==> src/rtl/stream_mux_pkg.sv <==
// Shared types and constants for the stream multiplexer family.
package stream_mux_pkg;

   typedef enum logic {
      S_IDLE   = 1'b0,
      S_LOCKED = 1'b1
   } state_t;

   localparam logic MODE_RR  = 1'b0;
   localparam logic MODE_SEL = 1'b1;

   // Next channel index with wrap-around at n.
   function automatic int next_ch(input int ch, input int n);
      return (ch + 1 >= n) ? 0 : ch + 1;
   endfunction

endpackage

==> src/rtl/rr_pick.sv <==
// Combinational round-robin finder: first set bit of i_req at or after
// i_start, searching upward with wrap.
module rr_pick #(
   parameter int N_CH = 8,
   parameter int CH_W = $clog2(N_CH)
) (
   input  logic [N_CH-1:0] i_req,
   input  logic [CH_W-1:0] i_start,
   output logic            o_found,
   output logic [CH_W-1:0] o_idx
);

   always_comb begin
      logic [CH_W-1:0] w_c;
      w_c     = {CH_W{1'b0}};
      o_found = 1'b0;
      o_idx   = {CH_W{1'b0}};
      for (int k = 0; k < N_CH; k++) begin
         w_c     = CH_W'((32'(i_start) + 32'(k)) % 32'(N_CH));
         o_idx   = (i_req[w_c] && !o_found) ? w_c : o_idx;
         o_found = o_found | i_req[w_c];
      end
   end

endmodule

==> src/rtl/stream_mux_arb.sv <==
// N:1 packet stream multiplexer with round-robin or forced select, packet
// locking and a registered output stage.
module stream_mux_arb
   import stream_mux_pkg::*;
#(
   parameter int N_CH   = 8,
   parameter int DATA_W = 8,
   parameter int CH_W   = $clog2(N_CH)
) (
   input  logic                   i_clk,
   input  logic                   i_rst,
   input  logic                   i_mode,
   input  logic [CH_W-1:0]        i_sel,
   input  logic [N_CH-1:0]        i_in_valid,
   input  logic [N_CH*DATA_W-1:0] i_in_data,
   input  logic [N_CH-1:0]        i_in_last,
   output logic [N_CH-1:0]        o_in_ready,
   output logic                   o_out_valid,
   output logic [DATA_W-1:0]      o_out_data,
   output logic                   o_out_last,
   output logic [CH_W-1:0]        o_out_ch,
   input  logic                   i_out_ready
);

   localparam logic [CH_W:0]   LP_N    = (CH_W+1)'(N_CH);
   localparam logic [CH_W-1:0] LP_LAST = CH_W'(N_CH - 1);

   state_t              r_state;
   logic [CH_W-1:0]     r_owner;
   logic [CH_W-1:0]     r_last_grant;
   logic                r_out_valid;
   logic [DATA_W-1:0]   r_out_data;
   logic                r_out_last;
   logic [CH_W-1:0]     r_out_ch;

   logic [CH_W-1:0]     w_start;
   logic                w_rr_found;
   logic [CH_W-1:0]     w_rr_idx;
   logic                w_sel_ok;
   logic                w_have;
   logic [CH_W-1:0]     w_grant;
   logic                w_space;
   logic                w_open;
   logic                w_xfer;
   logic [DATA_W-1:0]   w_beat_data;
   logic                w_beat_last;

   assign w_start = CH_W'(next_ch(int'(r_last_grant), N_CH));

   rr_pick #(
      .N_CH (N_CH),
      .CH_W (CH_W)
   ) u_rr_pick (
      .i_req   (i_in_valid),
      .i_start (w_start),
      .o_found (w_rr_found),
      .o_idx   (w_rr_idx)
   );

   assign w_sel_ok = ({1'b0, i_sel} < LP_N);

   // An owned channel keeps the grant regardless of mode/sel until its last beat.
   always_comb begin
      w_have  = 1'b0;
      w_grant = r_owner;
      if (r_state == S_LOCKED) begin
         w_have  = 1'b1;
         w_grant = r_owner;
      end else if (i_mode == MODE_RR) begin
         w_have  = w_rr_found;
         w_grant = w_rr_idx;
      end else begin
         w_have  = w_sel_ok && i_in_valid[i_sel];
         w_grant = i_sel;
      end
   end

   assign w_space = !r_out_valid || i_out_ready;
   assign w_open  = w_have && w_space && !i_rst;
   assign w_xfer  = w_open && i_in_valid[w_grant];

   always_comb begin
      o_in_ready          = {N_CH{1'b0}};
      o_in_ready[w_grant] = w_open;
   end

   // Constant-index mux keeps the data path free of variable part-selects.
   always_comb begin
      w_beat_data = {DATA_W{1'b0}};
      for (int i = 0; i < N_CH; i++) begin
         w_beat_data = (w_grant == CH_W'(i)) ? i_in_data[i*DATA_W +: DATA_W] : w_beat_data;
      end
   end

   assign w_beat_last = i_in_last[w_grant];

   always_ff @(posedge i_clk) begin
      if (i_rst) begin
         r_state      <= S_IDLE;
         r_owner      <= {CH_W{1'b0}};
         r_last_grant <= LP_LAST;
         r_out_valid  <= 1'b0;
         r_out_data   <= {DATA_W{1'b0}};
         r_out_last   <= 1'b0;
         r_out_ch     <= {CH_W{1'b0}};
      end else if (w_xfer) begin
         r_state      <= w_beat_last ? S_IDLE : S_LOCKED;
         r_owner      <= w_grant;
         r_last_grant <= w_grant;
         r_out_valid  <= 1'b1;
         r_out_data   <= w_beat_data;
         r_out_last   <= w_beat_last;
         r_out_ch     <= w_grant;
      end else if (i_out_ready) begin
         r_out_valid  <= 1'b0;
      end else begin
         r_out_valid  <= r_out_valid;
      end
   end

   assign o_out_valid = r_out_valid;
   assign o_out_data  = r_out_data;
   assign o_out_last  = r_out_last;
   assign o_out_ch    = r_out_ch;

endmodule

==> config.mk <==
export PLATFORM = sky130hd
export DESIGN_NAME = stream_mux_arb
export DESIGN_NICKNAME = d
export VERILOG_FILES = /design/src/rtl/stream_mux_pkg.sv /design/src/rtl/rr_pick.sv /design/src/rtl/stream_mux_arb.sv
export SDC_FILE = /design/constraint.sdc
export NUM_CORES = 1
export LEC_CHECK = 0
export ABC_AREA = 0
export CAP_MARGIN = 5
export CORE_ASPECT_RATIO = 0.6
export CORE_MARGIN = 2
export CORE_UTILIZATION = 40
export DETAILED_ROUTE_END_ITERATION = 7
export PLACE_DENSITY = 0.74
export REMOVE_ABC_BUFFERS = 1
export SLEW_MARGIN = 20
export SYNTH_ARGS = -nofsm -noshare
export SYNTH_HDL_FRONTEND = slang
export SYNTH_SLANG_ARGS = --single-unit
==> constraint.sdc <==
create_clock -name i_clk -period 8.2 [get_ports i_clk]
set_clock_uncertainty 0.15 [all_clocks]
set_input_delay 1.64 -clock i_clk [delete_from_list [all_inputs] [get_ports i_clk]]
set_output_delay 1.64 -clock i_clk [all_outputs]
set_load 0.1 [all_outputs]
==> impl_results.rst <==
.. list-table::
   :header-rows: 1

   * - Metric
     - Value
   * - Result of the run
     - finished clean
   * - DIE HEIGHT
     - 69.6 um
   * - Series of cell instances along the critical path
     - clkdlybuf4s50_1 > mux2_2 > a21boi_0 > mux2i_2 > o21ai_2 > nor4b_4 > nand2_2 > o211a_2 > nor2_4 > nand2_1 > nor2_1 > buf_4
   * - Final critical delay including setup and external delays
     - 6.99 ns
   * - Number of sinks driven by the clock tree
     - 17
   * - Post-synthesis sequential element count
     - 17
   * - Top post-synthesis cells by area
     - sky130_fd_sc_hd__dfxtp_1, sky130_fd_sc_hd__mux2i_1, sky130_fd_sc_hd__mux4_2
   * - Half-perimeter wire length of the detailed placement result
     - 8460 um
   * - Number of instances in the synthesized netlist
     - 355
   * - Number of hold violations in the final report
     - 0
   * - Worst Setup End Kind
     - output pin
   * - Clk buf depth
     - 2
   * - Site Rows
     - 23
   * - Worst EP arrival
     - 5.20 ns
   * - Area Growth Syn to Fin
     - 38.8%
   * - Combined global-route utilization of all metal layers
     - 25.2%
   * - Starting utilization of the core area
     - 42.1%
   * - Maximum Capacitance Violations
     - 0
   * - Max Clk Rate
     - 143 MHz
   * - Post-DP Area
     - 3910 sq um
   * - CTS H-Tree Depth
     - 1
   * - Avg Vias per Cell
     - 6.30
   * - Maximum number of pins on one net before global-route repair
     - 27
   * - Core area
     - 6820 sq um
   * - Most frequent standard cell in the layout excluding fill and tap cells
     - sky130_fd_sc_hd__clkdlybuf4s50_1
   * - CP Max Fanout
     - 13
   * - Top Ports
     - 108
   * - Unique cell type count in the Yosys netlist
     - 78
   * - Avg WL per Cell
     - 19.4 um
   * - Clk Tree Root Cell
     - sky130_fd_sc_hd__clkbuf_16
   * - Area taken by flip-flops and latches
     - 340 sq um
   * - Full die area
     - 7890 sq um
   * - Design area
     - 3990 sq um
   * - Kind of start point of the critical path
     - primary input
   * - Final setup TNS
     - 0 ns
   * - Post-layout nets
     - 538
   * - Width of the chip
     - 113 um
   * - Number of synthesis warnings
     - 0
   * - Netlist area before placement
     - 2870 sq um
   * - EDFF count, synth
     - 0
   * - N_diodes
     - 0
   * - Portion of the clock cycle consumed by the worst path in the final layout
     - 85.2%
   * - Kind of path behind the tightest hold check
     - flop to flop
   * - Clock latency at the later pin of the worst-skew pair
     - 0.25 ns
   * - Drt first pass iters
     - 4
   * - Wire length reported by the detailed router
     - 10400 um
   * - Slew HR
     - 32.3%
   * - Area of the multi-input gates
     - 2330 sq um
   * - Count of nets left with antenna violations after detail routing
     - 0
   * - Average cell area after synthesis
     - 8.09 sq um
   * - Clock input transition at the sequential cells of the worst setup and hold paths
     - 0.05 ns
   * - Global route overflow
     - 0
   * - Max-slew violation count
     - 0
   * - Max incr delay on CP
     - 0.52 ns
   * - Library cell occupying the most area in the post-synthesis netlist
     - sky130_fd_sc_hd__dfxtp_1
   * - Flip-flop cell with the highest count after synthesis
     - sky130_fd_sc_hd__dfxtp_1
   * - Worst-margin pin slew
     - 1.01 ns
   * - Async SR Flop Fraction
     - 0%
   * - CP max stage cell
     - sky130_fd_sc_hd__clkdlybuf4s50_1
   * - CTS Buf Count
     - 3
   * - Number of antenna violations at the first check in global routing
     - 0
   * - Leading cell types in the layout, fill and taps excluded
     - sky130_fd_sc_hd__clkdlybuf4s50_1, sky130_fd_sc_hd__nand2_1, sky130_fd_sc_hd__mux2i_1
   * - # Post-CTS Setup Buffers
     - 0
   * - Worst Hold Depth
     - 2
   * - Path depth of the worst reg2reg path
     - 16
   * - Required time worst endpoint
     - 6.41 ns
   * - Area share of the largest cell type after synthesis
     - 11.9%
   * - First-iteration detailed-routing DRC count
     - 358
   * - Setup CP Type
     - primary input to output pin
   * - Cts repair resizes
     - 0
   * - Gpl congestion
     - 1.02
   * - Share of final-layout standard cells stronger than drive strength 1
     - 14.3%
   * - Setup violations, final
     - 0
   * - Share of synthesized area occupied by flip-flops and latches
     - 11.9%
   * - Count of port buffers added during placement
     - 107
   * - Number of global-route vias before repair
     - 3084
   * - Global-route wire length before repair
     - 15900 um
   * - TritonCTS clock tree
     - done
   * - Layout fillers
     - 617
   * - DRC violation count after routing
     - 0
   * - Setup repair after global routing missed its margin
     - false
   * - Count of vias placed by the detailed router
     - 3371
   * - CTS Hold Buffers Added
     - 0
[routing by layer]
layer  track usage, %  routed length [um]  vias to the layer above
met5                0                   0                        -
met4             4.07                  96                        0
met3             9.27                1190                       12
met2             33.3                4030                      182
met1             38.5                5060                     1583
li1                 -                   -                     1594
[synthesized netlist by cell type, types with 5 or more instances]
cell and instances:
sky130_fd_sc_hd__mux2_2 5, sky130_fd_sc_hd__and3_1 5, sky130_fd_sc_hd__buf_2 10, sky130_fd_sc_hd__o221a_2 5, sky130_fd_sc_hd__nand3_1 16, sky130_fd_sc_hd__o21a_1 7, sky130_fd_sc_hd__a211o_1 6, sky130_fd_sc_hd__inv_1 8
sky130_fd_sc_hd__nand2b_1 7, sky130_fd_sc_hd__a21oi_1 19, sky130_fd_sc_hd__nor3_1 11, sky130_fd_sc_hd__o21ai_0 15, sky130_fd_sc_hd__nor2_1 20, sky130_fd_sc_hd__mux4_2 8, sky130_fd_sc_hd__o31ai_1 7, sky130_fd_sc_hd__dfxtp_1 17
sky130_fd_sc_hd__nand4b_1 5, sky130_fd_sc_hd__o21ai_1 8, sky130_fd_sc_hd__mux2i_1 24, sky130_fd_sc_hd__nand2_1 29, sky130_fd_sc_hd__o211ai_1 12, sky130_fd_sc_hd__a21o_1 5, sky130_fd_sc_hd__buf_4 6, sky130_fd_sc_hd__a211oi_1 7
[worst max-delay path: cells and delay by family]
family,cells,cell delay [ns]
buffers and inverters,2,0.82
AOI/OAI and AO/OA,3,0.69
and+or+nand+nor,5,1.36
muxes,2,0.66
[through the flow]
step                hold slack [ns]  instances  setup slack, ns  utilization (%)
global route                  0.369        535             1.08             58.4
floorplan                     0.428        331            0.454                -
CTS                           0.347        535             1.32             58.4
detailed placement            0.335        531             1.32             57.3
finish                        0.346        535             1.21             58.4
global placement              0.332        531             1.33             57.3
[final timing paths]
check                                      from            end  slack (ns)
worst max-delay path              i_in_valid[2]  o_in_ready[2]        1.21
worst min-delay path              o_out_data[1]  o_out_data[1]        0.35
worst max register to register  r_last_grant[1]  o_out_data[2]        2.35
worst min register to register    o_out_data[1]  o_out_data[1]        0.35
[state kept, by name, summed over array words and instances (netlist names)]
signal / flops
o_out_data: 8
r_state: 1
r_last_grant: 3
o_out_last: 1
o_out_ch: 3
o_out_valid: 1
[logic make-up (layout without fill, tap and decap cells)]
family	after synthesis	after routing	synth area share, %
and+or+nand+nor	115	115	21.8
muxes	43	43	19.5
adders and majority gates	2	2	0.872
xor gates and xnor gates	3	3	1.44
DFF	17	17	11.9
buffers and inverters	32	125	6.97
AOI/OAI and AO/OA	143	143	37.6
[area by class of cell]
class / instances / share of cell area (%)
Multi-Input combinational cell: 306 / 58.5
Clock buffer: 3 / 1.88
Inverter: 8 / 0.754
Sequential cell: 17 / 8.54
Tap cell: 87 / 2.73
Clock inverter: 1 / 0.126
Timing Repair Buffer: 113 / 27.5
Power is not shown: default switching activity piles up to over one toggle a cycle in this logic, so the estimate is an artifact.
